--- config.mk ---
export PLATFORM = sky130hd
export DESIGN_NAME = gate_bist_sequencer
export DESIGN_NICKNAME = d
export VERILOG_FILES = /design/src/rtl/gate_bist_pkg.sv /design/src/rtl/gate_bist_sequencer.sv
export SDC_FILE = /design/constraint.sdc
export NUM_CORES = 1
export LEC_CHECK = 0
export CAP_MARGIN = 20
export CORE_MARGIN = 3
export CORE_UTILIZATION = 54
export CTS_CLUSTER_SIZE = 30
export DETAILED_ROUTE_END_ITERATION = 10
export GPL_TIMING_DRIVEN = 0
export PLACE_DENSITY = 0.78
export SKIP_LAST_GASP = 1
export SLEW_MARGIN = 30
export SYNTH_ARGS = -nofsm -noshare
export SYNTH_HDL_FRONTEND = slang
export SYNTH_SLANG_ARGS = --single-unit
--- constraint.sdc ---
create_clock -name clk -period 2.6 [get_ports clk]
set_clock_uncertainty 0.2 [all_clocks]
set_input_delay 0.39 -clock clk [delete_from_list [all_inputs] [get_ports clk]]
set_output_delay 0.39 -clock clk [all_outputs]
set_load 0.02 [all_outputs]
--- src/rtl/gate_bist_pkg.sv ---
// Shared types and constants for the two-input gate BIST sequencer.
// The truth tables are indexed by {b,a}.
package gate_bist_pkg;

  typedef enum logic [1:0] {
    IDLE   = 2'd0,
    APPLY  = 2'd1,
    SAMPLE = 2'd2,
    DONE   = 2'd3
  } state_e;

  localparam int NUM_VECTORS = 4;

  localparam logic [3:0] AND_TT = 4'b1000;
  localparam logic [3:0] OR_TT  = 4'b1110;
  localparam logic [3:0] XOR_TT = 4'b0110;

endpackage

--- src/rtl/gate_bist_sequencer.sv ---
// Sweeps a two-input gate through all input combinations, lets each vector
// settle, then checks the gate output against a truth table and logs failures.
module gate_bist_sequencer
  import gate_bist_pkg::*;
#(
  parameter int         SETTLE_CYCLES = 2,
  parameter int         ITERATIONS    = 1,
  parameter logic [3:0] TRUTH_TABLE   = AND_TT,
  parameter int         CNT_W         = 4
) (
  input  logic             clk,
  input  logic             rst_n,
  input  logic             start,
  input  logic             abort,
  input  logic             gate_y,
  output logic             gate_a,
  output logic             gate_b,
  output logic             busy,
  output logic             done,
  output logic             pass,
  output logic [CNT_W-1:0] err_count,
  output logic             fail_valid,
  output logic [1:0]       fail_vec
);

  localparam logic [3:0] SETTLE_LOAD = 4'(SETTLE_CYCLES - 1);
  localparam logic [3:0] ITER_LAST   = 4'(ITERATIONS - 1);
  localparam logic [1:0] LAST_VEC    = 2'(NUM_VECTORS - 1);

  state_e           state_q, state_d;
  logic [1:0]       vec_q, vec_d;
  logic [3:0]       iter_q, iter_d;
  logic [3:0]       settle_q, settle_d;
  logic [CNT_W-1:0] err_q, err_d;
  logic             fv_q, fv_d;
  logic [1:0]       fvec_q, fvec_d;
  logic             gate_a_q, gate_a_d;
  logic             gate_b_q, gate_b_d;
  logic             busy_q, busy_d;
  logic             done_q, done_d;
  logic             pass_q, pass_d;

  logic last_sample;
  logic mismatch;

  function automatic logic [CNT_W-1:0] sat_inc(input logic [CNT_W-1:0] v);
    return (&v) ? v : v + 1'b1;
  endfunction

  assign last_sample = (vec_q == LAST_VEC) && (iter_q == ITER_LAST);
  assign mismatch    = (gate_y != TRUTH_TABLE[vec_q]);

  always_ff @(posedge clk) begin
    if (!rst_n) begin
      state_q  <= IDLE;
      vec_q    <= '0;
      iter_q   <= '0;
      settle_q <= '0;
      err_q    <= '0;
      fv_q     <= 1'b0;
      fvec_q   <= '0;
      gate_a_q <= 1'b0;
      gate_b_q <= 1'b0;
      busy_q   <= 1'b0;
      done_q   <= 1'b0;
      pass_q   <= 1'b0;
    end else begin
      state_q  <= state_d;
      vec_q    <= vec_d;
      iter_q   <= iter_d;
      settle_q <= settle_d;
      err_q    <= err_d;
      fv_q     <= fv_d;
      fvec_q   <= fvec_d;
      gate_a_q <= gate_a_d;
      gate_b_q <= gate_b_d;
      busy_q   <= busy_d;
      done_q   <= done_d;
      pass_q   <= pass_d;
    end
  end

  always_comb begin
    state_d = state_q;
    unique case (state_q)
      IDLE, DONE: if (start) state_d = APPLY;
      APPLY: begin
        if (abort)               state_d = IDLE;
        else if (settle_q == '0) state_d = SAMPLE;
      end
      SAMPLE: begin
        if (abort)            state_d = IDLE;
        else if (last_sample) state_d = DONE;
        else                  state_d = APPLY;
      end
      default: state_d = IDLE;
    endcase
  end

  // Outputs are registered from the next-state view so they line up with state_q.
  always_comb begin
    vec_d    = vec_q;
    iter_d   = iter_q;
    settle_d = settle_q;
    err_d    = err_q;
    fv_d     = fv_q;
    fvec_d   = fvec_q;
    unique case (state_q)
      IDLE, DONE: begin
        if (start) begin
          vec_d    = '0;
          iter_d   = '0;
          settle_d = SETTLE_LOAD;
          err_d    = '0;
          fv_d     = 1'b0;
          fvec_d   = '0;
        end
      end
      APPLY: begin
        if (!abort && settle_q != '0) settle_d = settle_q - 4'd1;
      end
      SAMPLE: begin
        // The compare is recorded even when abort arrives in this cycle.
        if (mismatch) begin
          err_d = sat_inc(err_q);
          if (!fv_q) begin
            fv_d   = 1'b1;
            fvec_d = vec_q;
          end
        end
        if (!abort && !last_sample) begin
          vec_d    = vec_q + 2'd1;
          settle_d = SETTLE_LOAD;
          if (vec_q == LAST_VEC) iter_d = iter_q + 4'd1;
        end
      end
      default: ;
    endcase

    busy_d   = (state_d == APPLY) || (state_d == SAMPLE);
    done_d   = (state_d == DONE);
    pass_d   = done_d && (err_d == '0);
    gate_a_d = busy_d & vec_d[0];
    gate_b_d = busy_d & vec_d[1];
  end

  assign gate_a     = gate_a_q;
  assign gate_b     = gate_b_q;
  assign busy       = busy_q;
  assign done       = done_q;
  assign pass       = pass_q;
  assign err_count  = err_q;
  assign fail_valid = fv_q;
  assign fail_vec   = fvec_q;

endmodule

==> run_summary.xml, run 1 <==
<?xml version="1.0" encoding="UTF-8"?>
<metrics>
  <group name="yosys">
    <metric name="yosys_warnings" unit="">0</metric>
    <metric name="synth-seq-area-share" unit="%">36.26</metric>
    <metric name="ys_seq_elements" unit="">24</metric>
    <metric name="synth.avg_cell_area" unit="sq um">8.494</metric>
    <metric name="synth_area" unit="sq um">1325</metric>
    <metric name="syn-instance-count" unit="">156</metric>
    <metric name="syn-num-nets" unit="">169</metric>
    <metric name="distinct_cell_type_count_of_the_synthesized_netlist" unit="">46</metric>
  </group>
  <group name="floorplanning">
    <metric name="coreArea" unit="sq um">2276</metric>
    <metric name="initial_core_util" unit="%">58.22</metric>
    <metric name="die_width" unit="um">55.54</metric>
    <metric name="ioPinCount" unit="">17</metric>
    <metric name="row_count" unit="">17</metric>
    <metric name="floorplan.die.height" unit="um">55.54</metric>
    <metric name="die_area" unit="sq um">3084</metric>
  </group>
  <group name="power">
    <metric name="p_sw_share" unit="%">41.14</metric>
    <metric name="netsw" unit="W">0.0005646</metric>
    <metric name="clk_pwr_share" unit="%">11.5</metric>
    <metric name="cellLeakagePower" unit="nW">0.5792</metric>
    <metric name="power.combinational.fraction" unit="%">53.5</metric>
    <metric name="pwr_cell_area" unit="nW/um^2">888.8</metric>
    <metric name="sequential_cell_fraction_of_total_power" unit="%">35.0</metric>
    <metric name="power.internal" unit="W">0.0008077</metric>
    <metric name="ir_worst_vdd" unit="mV">0.5535</metric>
  </group>
  <group name="detailed_routing">
    <metric name="number_of_iterations_in_the_first_detailed_routing_pass" unit="">4</metric>
    <metric name="ant_nets" unit="">0</metric>
    <metric name="remaining_routing_drc_violations" unit="">0</metric>
    <metric name="initialDrtViolationCount" unit="">23</metric>
    <metric name="via_per_inst" unit="">5.946</metric>
    <metric name="routed_wirelength" unit="um">2831</metric>
    <metric name="route.vias.total" unit="">1207</metric>
    <metric name="average_wire_per_cell_in_the_routed_design" unit="um">13.95</metric>
  </group>
  <group name="final_layout">
    <metric name="fillers" unit="">194</metric>
    <metric name="area_growth_syn_to_layout" unit="%">16.52</metric>
    <metric name="final_layout_size_suffix_gt1_share" unit="%">7.429</metric>
    <metric name="finalNetCount" unit="">190</metric>
    <metric name="finalCoreUtilization" unit="%">67.84</metric>
    <metric name="combined_area_of_the_multi_input_logic_cells" unit="sq um">772.0</metric>
    <metric name="n_antenna_cell" unit="">0</metric>
    <metric name="seqCellArea" unit="sq um">480.5</metric>
  </group>
  <group name="global_routing">
    <metric name="number_of_global_route_vias_before_repair" unit="">1173</metric>
    <metric name="number_of_antenna_violations_at_the_first_check_in_global_routing" unit="">0</metric>
    <metric name="grt_max_degree" unit="">13</metric>
    <metric name="track_usage" unit="%">19.29</metric>
    <metric name="grt_pass1_wl" unit="um">5002</metric>
    <metric name="grt_overflow" unit="">0</metric>
  </group>
  <group name="clock_network">
    <metric name="clk_path_buf_depth" unit="">2</metric>
    <metric name="tritoncts" unit="">yes</metric>
    <metric name="cts.sinks" unit="">24</metric>
    <metric name="cts_post_setup_buffers_inserted" unit="">0</metric>
    <metric name="h-tree-depth" unit="">1</metric>
    <metric name="cts_root_buf" unit="">sky130_fd_sc_hd__clkbuf_4</metric>
    <metric name="clk_latency" unit="ps">300</metric>
    <metric name="cts-buffers-inserted" unit="">3</metric>
    <metric name="clock_transition_at_the_register_clock_pins_on_the_worst_setup_and_hold_paths_after_cts" unit="ps">120</metric>
  </group>
  <group name="placed_design">
    <metric name="dp_slack" unit="ps">202.8</metric>
    <metric name="finalWeightedCongestion" unit="">0.8532</metric>
    <metric name="dp.final_hpwl" unit="um">2097</metric>
    <metric name="numPortBuffers" unit="">16</metric>
  </group>
  <group name="timing">
    <metric name="timing.final.hold_violations" unit="">0</metric>
    <metric name="rsz0062_at_grt" unit="">no</metric>
    <metric name="finalMaxSlewViolations" unit="">0</metric>
    <metric name="finalSetupViolCount" unit="">0</metric>
    <metric name="max_freq" unit="MHz">436.2</metric>
    <metric name="timing.setup.tns" unit="ps">0</metric>
    <metric name="min_period_over_period" unit="%">88.18</metric>
    <metric name="max_slew_margin" unit="%">49.91</metric>
    <metric name="post_route_setup_slack" unit="ps">307.3</metric>
    <metric name="post-route-min-period" unit="ps">2293</metric>
    <metric name="slew_at_the_pin_closest_to_its_max_slew_limit" unit="ps">746.0</metric>
  </group>
  <group name="setup_path">
    <metric name="crit_required" unit="ps">2620</metric>
    <metric name="cp_data_arrival_time" unit="ps">2310</metric>
    <metric name="cp_common_cell" unit="">sky130_fd_sc_hd__ha_1</metric>
    <metric name="worstSetupEndpointType" unit="">flop</metric>
    <metric name="path_max_fanout" unit="">4</metric>
    <metric name="r2r_setup_slack" unit="ps">310</metric>
    <metric name="worst_reg_to_reg_path_cell_count" unit="">9</metric>
    <metric name="cp_cell_sequence" unit="">inv_1 &gt; ha_1 &gt; or3b_2 &gt; o2bb2ai_1 &gt; a21boi_1 &gt; ha_1 &gt; and2_1 &gt; nand4_1 &gt; nor4_1</metric>
    <metric name="worstSetupStartpointType" unit="">flop</metric>
    <metric name="cpPeakStageDelay" unit="ps">490</metric>
    <metric name="timing.critical_path.slowest_stage_cell" unit="">sky130_fd_sc_hd__or3b_2</metric>
    <metric name="crit_type" unit="">reg -&gt; reg</metric>
  </group>
  <group name="min_path">
    <metric name="hold-path-cell-count" unit="">2</metric>
    <metric name="min_path_type" unit="">reg -&gt; reg</metric>
  </group>
  <group name="run">
    <metric name="maxCapViolations" unit="">0</metric>
  </group>
  <group name="status">
    <metric name="outcome" unit="">finished, final reports clean</metric>
  </group>
</metrics>
## power groups by stage
stage	logic [W]	clock network [W]	registers (W)
global placement	0.000704	0	0.000486
floorplan	0.000516	0	0.000511
detailed placement	0.000721	0	0.000490
finish	0.000734	0.000157	0.000481
global route	0.000831	0.000178	0.000491
CTS	0.000725	0.000162	0.000481
## synthesized netlist by cell type, drive strengths merged
library cell,count,share of area (%)
a41o,1,0.76
nor2,5,1.4
or3,2,0.94
xnor2,1,0.66
o21a,5,3.4
clkbuf,4,1.1
o31a,1,0.76
nor4,2,0.94
dfxtp,24,36
or2,1,0.47
nand2,10,2.8
nor4bb,1,0.76
nand4b,1,0.66
or3b,1,0.66
a211o,1,0.66
nand2b,2,0.94
a21boi,1,0.57
and4bb,1,0.94
or4,3,1.7
inv,11,3.1
a2bb2oi,1,0.66
nor2b,3,1.4
and2,6,2.8
and2b,1,0.57
nor3,3,1.1
o22ai,1,0.47
o2bb2ai,1,0.66
o41ai,1,0.66
nand3,7,2.6
a21oi,12,4.5
a31oi,3,1.4
a31o,1,0.66
mux2i,2,1.5
xor2,1,0.66
o31ai,1,0.57
a211oi,2,1.1
nand4,4,1.9
and3,1,0.47
ha,8,7.6
o21ai,13,4.9
buf,2,1.2
o221a,1,0.85
mux2,1,0.85
o211ai,2,1.1
## final cells by class
cell class,instances,area share (%)
buffer,6,2.107
clock buffer,3,1.459
inverter,11,2.674
multi-input combinational,115,50.00
sequential,24,31.12
tap,28,2.269
timing repair buffer,16,10.37
## state kept, by name, indices dropped and copies added (netlist names)
name        count
err_count       4
pass            1
fail_valid      1
done            1
gate_b          1
gate_a          1
fail_vec        2
state_q         2
settle_q        4
vec_q           2
iter_q          4
busy            1
## stage by stage
stage	cell area (sq um)	hold slack, ps	total power (W)	std cells
finish	1544	296.6	0.001372	203
global route	1544	324.4	0.001500	203
CTS	1543	295.4	0.001368	203
detailed placement	1520	277.5	0.001211	200
global placement	1520	266.9	0.001190	200
floorplan	1325	249.7	0.001027	156
## layout by cell type (no fill, tap or decap), types with 4 or more instances in the layout
master,n
sky130_fd_sc_hd__clkdlybuf4s50_1,16
sky130_fd_sc_hd__o21ai_0,13
sky130_fd_sc_hd__ha_1,8
sky130_fd_sc_hd__nor2_1,5
sky130_fd_sc_hd__and2_1,6
sky130_fd_sc_hd__o21a_1,4
sky130_fd_sc_hd__inv_1,11
sky130_fd_sc_hd__a21oi_1,12
sky130_fd_sc_hd__nand2_1,10
sky130_fd_sc_hd__dfxtp_1,24
sky130_fd_sc_hd__nand3_1,7
sky130_fd_sc_hd__nand4_1,4
## timing repair
item	4_1_cts	5_1_grt
setup endpoints to repair	0	1
endpoints found under the hold margin	0	0
resized for setup	0	3
hold buffers	0	0
## final timing paths
kind,startpoint,end
max,settle_q[0],pass
min,iter_q[3],iter_q[3]
max reg2reg,settle_q[0],pass
min reg2reg,iter_q[3],iter_q[3]
## cell families (layout without fill, tap and decap cells)
kind of cell,count (synthesis),count (layout),share of synthesized area (%)
and+or+nand+nor,54,54,23.23
xor gates and xnor gates,2,2,1.322
muxes,3,3,2.361
adders and majority gates,8,8,7.555
DFF,24,24,36.26
buffers and inverters,17,36,5.476
AOI/OAI and AO/OA,48,48,23.80
## metal layers
layer,up-vias,global-route usage [%],part of all wire [%]
met5,-,0,0
met4,0,4.167,0.64
met3,2,2.570,2.1
met2,11,32.43,46
met1,580,26.22,51
li1,614,-,-
## critical path, delay by kind of cell (launching register included)
kind | cells | cell delay, ps
compound gates | 2 | 330
fa+ha+maj | 2 | 360
simple gates | 4 | 900
flops | 1 | 350
buf+inv | 1 | 70
Power figures use the tool's default switching activity.
==> run 2, diff against run 1 <==
--- a/config.mk
+++ b/config.mk
@@ -7,11 +7,11 @@
 export LEC_CHECK = 0
 export CAP_MARGIN = 20
 export CORE_MARGIN = 3
-export CORE_UTILIZATION = 54
+export CORE_UTILIZATION = 49
 export CTS_CLUSTER_SIZE = 30
 export DETAILED_ROUTE_END_ITERATION = 10
 export GPL_TIMING_DRIVEN = 0
-export PLACE_DENSITY = 0.78
+export PLACE_DENSITY = 0.75
 export SKIP_LAST_GASP = 1
 export SLEW_MARGIN = 30
 export SYNTH_ARGS = -nofsm -noshare
==> constraint.sdc (replaced) <==
create_clock -name clk -period 2.1 [get_ports clk]
set_clock_uncertainty 0.2 [all_clocks]
set_input_delay 0.315 -clock clk [delete_from_list [all_inputs] [get_ports clk]]
set_output_delay 0.315 -clock clk [all_outputs]
set_load 0.02 [all_outputs]
==> run 2 against run 1 <==
Compared with the run above: via count is 12% higher; sequential power is 27% higher; largest cell class unchanged; the flow now finishes with violations (setup timing); final cell count is 8.4% higher.
==> run_summary.xml, run 2 (synthesis gave the netlist of run 1 again) <==
<?xml version="1.0" encoding="UTF-8"?>
<metrics>
  <group name="status">
    <metric name="outcome" unit="">finished, violations left</metric>
    <metric name="violated_checks" unit="">setup timing</metric>
  </group>
  <group name="power">
    <metric name="total_power" unit="W">0.002392</metric>
    <metric name="power.internal" unit="W">0.001437</metric>
    <metric name="ir_worst_vdd" unit="mV">0.9559</metric>
    <metric name="clk_pwr_share" unit="%">10.6</metric>
    <metric name="netsw" unit="W">0.0009554</metric>
    <metric name="pwr_cell_area" unit="nW/um^2">1317</metric>
    <metric name="power.combinational.fraction" unit="%">63.9</metric>
    <metric name="p_sw_share" unit="%">39.94</metric>
    <metric name="sequential_cell_fraction_of_total_power" unit="%">25.6</metric>
    <metric name="cellLeakagePower" unit="nW">0.6742</metric>
  </group>
  <group name="clock_network">
    <metric name="h-tree-depth" unit="">1</metric>
    <metric name="clock_transition_at_the_register_clock_pins_on_the_worst_setup_and_hold_paths_after_cts" unit="ps">130</metric>
    <metric name="cts-buffers-inserted" unit="">3</metric>
    <metric name="clk_path_buf_depth" unit="">2</metric>
    <metric name="tritoncts" unit="">yes</metric>
    <metric name="cts.sinks" unit="">24</metric>
    <metric name="clk_latency" unit="ps">320</metric>
    <metric name="cts_root_buf" unit="">sky130_fd_sc_hd__clkbuf_4</metric>
  </group>
  <group name="global_routing">
    <metric name="number_of_global_route_vias_before_repair" unit="">1283</metric>
    <metric name="number_of_antenna_violations_at_the_first_check_in_global_routing" unit="">0</metric>
    <metric name="grt_overflow" unit="">0</metric>
    <metric name="track_usage" unit="%">20.47</metric>
    <metric name="grt_pass1_wl" unit="um">5437</metric>
    <metric name="grt_max_degree" unit="">14</metric>
  </group>
  <group name="setup_path">
    <metric name="worstSetupEndpointType" unit="">flop</metric>
    <metric name="worstSetupStartpointType" unit="">flop</metric>
    <metric name="timing.critical_path.slowest_stage_cell" unit="">sky130_fd_sc_hd__or3b_4</metric>
    <metric name="crit_required" unit="ps">2140</metric>
    <metric name="crit_family" unit="">simple AND/OR/NAND/NOR gates</metric>
    <metric name="cp_cell_sequence" unit="">inv_2 &gt; ha_4 &gt; or3b_4 &gt; o2bb2ai_2 &gt; a21boi_2 &gt; ha_2 &gt; and2_4 &gt; nand4_1 &gt; nor4_1</metric>
    <metric name="crit_type" unit="">reg -&gt; reg</metric>
    <metric name="critical_path.n_buffers_inverters" unit="">1</metric>
    <metric name="path_max_fanout" unit="">2</metric>
    <metric name="rr_startpoint" unit="">settle_q[1]</metric>
    <metric name="critPathLaunch" unit="">settle_q[1]</metric>
    <metric name="cpPeakStageDelay" unit="ps">410</metric>
    <metric name="cp_data_arrival_time" unit="ps">2170</metric>
  </group>
  <group name="final_layout">
    <metric name="layout_commonest_cell" unit="">sky130_fd_sc_hd__dfxtp_1</metric>
    <metric name="commonest_cells_after_routing_fill_and_taps_aside" unit="">sky130_fd_sc_hd__dfxtp_1, sky130_fd_sc_hd__clkdlybuf4s50_1, sky130_fd_sc_hd__buf_4</metric>
    <metric name="final_layout_size_suffix_gt1_share" unit="%">32.11</metric>
    <metric name="n_antenna_cell" unit="">0</metric>
    <metric name="finalNetCount" unit="">204</metric>
    <metric name="instances_no_fill" unit="">220</metric>
    <metric name="area_growth_syn_to_layout" unit="%">37.11</metric>
    <metric name="finish.instance_area" unit="sq um">1817</metric>
  </group>
  <group name="detailed_routing">
    <metric name="via_per_inst" unit="">6.123</metric>
    <metric name="routed_wirelength" unit="um">3475</metric>
    <metric name="remaining_routing_drc_violations" unit="">0</metric>
    <metric name="route.vias.total" unit="">1347</metric>
    <metric name="ant_nets" unit="">0</metric>
    <metric name="number_of_iterations_in_the_first_detailed_routing_pass" unit="">4</metric>
    <metric name="initialDrtViolationCount" unit="">70</metric>
    <metric name="average_wire_per_cell_in_the_routed_design" unit="um">15.80</metric>
  </group>
  <group name="placed_design">
    <metric name="finalWeightedCongestion" unit="">0.8355</metric>
    <metric name="dp.final_hpwl" unit="um">2164</metric>
    <metric name="numPortBuffers" unit="">16</metric>
    <metric name="placed_cells_incl_taps" unit="">202</metric>
    <metric name="post_dp_cell_area" unit="sq um">1523</metric>
  </group>
  <group name="min_path">
    <metric name="holdCritStartpoint" unit="">fail_vec[1]</metric>
    <metric name="min_path_type" unit="">reg -&gt; reg</metric>
  </group>
  <group name="floorplanning">
    <metric name="die_width" unit="um">58</metric>
    <metric name="row_count" unit="">18</metric>
    <metric name="floorplan.die.height" unit="um">58</metric>
    <metric name="ioPinCount" unit="">17</metric>
    <metric name="die_area" unit="sq um">3364</metric>
    <metric name="initial_core_util" unit="%">52.53</metric>
    <metric name="coreArea" unit="sq um">2522</metric>
  </group>
  <group name="timing">
    <metric name="min_period_over_period" unit="%">101.2</metric>
    <metric name="post-route-min-period" unit="ps">2125</metric>
    <metric name="max_slew_margin" unit="%">51.88</metric>
    <metric name="finalMaxSlewViolations" unit="">0</metric>
    <metric name="rsz0062_at_grt" unit="">yes</metric>
    <metric name="max_freq" unit="MHz">470.5</metric>
    <metric name="post_route_setup_slack" unit="ps">-25.22</metric>
    <metric name="slew_at_the_pin_closest_to_its_max_slew_limit" unit="ps">716.7</metric>
    <metric name="finalSetupViolCount" unit="">4</metric>
    <metric name="timing.final.hold_violations" unit="">0</metric>
  </group>
  <group name="run">
    <metric name="maxCapViolations" unit="">0</metric>
  </group>
</metrics>
-- run 2: path summary, 6_finish.rpt --
check | slack [ps] | cells after the start | end
max | -30 | 9 | pass
min | 290 | 2 | fail_vec[1]
min reg2reg | 290 | 2 | fail_vec[1]
max reg2reg | -30 | 9 | pass
-- run 2: worst reg2reg max path: stages (launching register included) --
cell,delay (ps)
sky130_fd_sc_hd__dfxtp_2,350
sky130_fd_sc_hd__inv_2,70
sky130_fd_sc_hd__ha_4,140
sky130_fd_sc_hd__or3b_4,410
sky130_fd_sc_hd__o2bb2ai_2,140
sky130_fd_sc_hd__a21boi_2,160
sky130_fd_sc_hd__ha_2,180
sky130_fd_sc_hd__and2_4,140
sky130_fd_sc_hd__nand4_1,70
sky130_fd_sc_hd__nor4_1,180
-- run 2: final cells by class --
class                           count  area, sq um
Buffer                              5        37.54
Clock buffer                        4        36.28
Fill cell                         182        705.7
Inverter                           11        41.29
Multi-Input combinational cell    115        902.1
Sequential cell                    24        489.2
Tap cell                           30        37.54
Timing Repair Buffer               31        272.8
-- run 2: what timing repair did --
item                                    in CTS  in global routing
hold buffers                                 0                  0
pin swaps                                    7                  3
gates cloned                                 0                  0
endpoints found under the setup margin      10                 15
resized for setup                           31                 15
buffers inserted                            10                  5
-- run 2: stage by stage --
stage	hold WS [ps]	worst slack (ps)	setup TNS, ps	utilization [%]
6_report	294.3	-25.22	-51.42	72.02
5_1_grt	316.0	-125.3	-421.3	72.02
4_1_cts	286.4	-53.45	-92.79	68.65
3_5_place_dp	268.4	-364.3	-1866	60.37
3_3_place_gp	263.1	-325.1	-1440	60.37
2_1_floorplan	249.7	9.021	0	-
-- run 2: routing by layer --
metal	vias to the layer above	track usage (%)	wire, um
met2	51	35.81	1750
li1	642	-	-
met3	6	2.673	221
met4	0	6.954	32
met1	648	25.79	1470
met5	-	0	0
-- run 2: power by group through the flow --
stage               Sequential (W)  Clock, W  Combinational (W)
finish                    0.000612  0.000253            0.00153
floorplan                 0.000633         0           0.000639
detailed placement        0.000606         0           0.000899
CTS                       0.000611  0.000250            0.00123
global placement          0.000601         0           0.000872
global route              0.000619  0.000268            0.00165
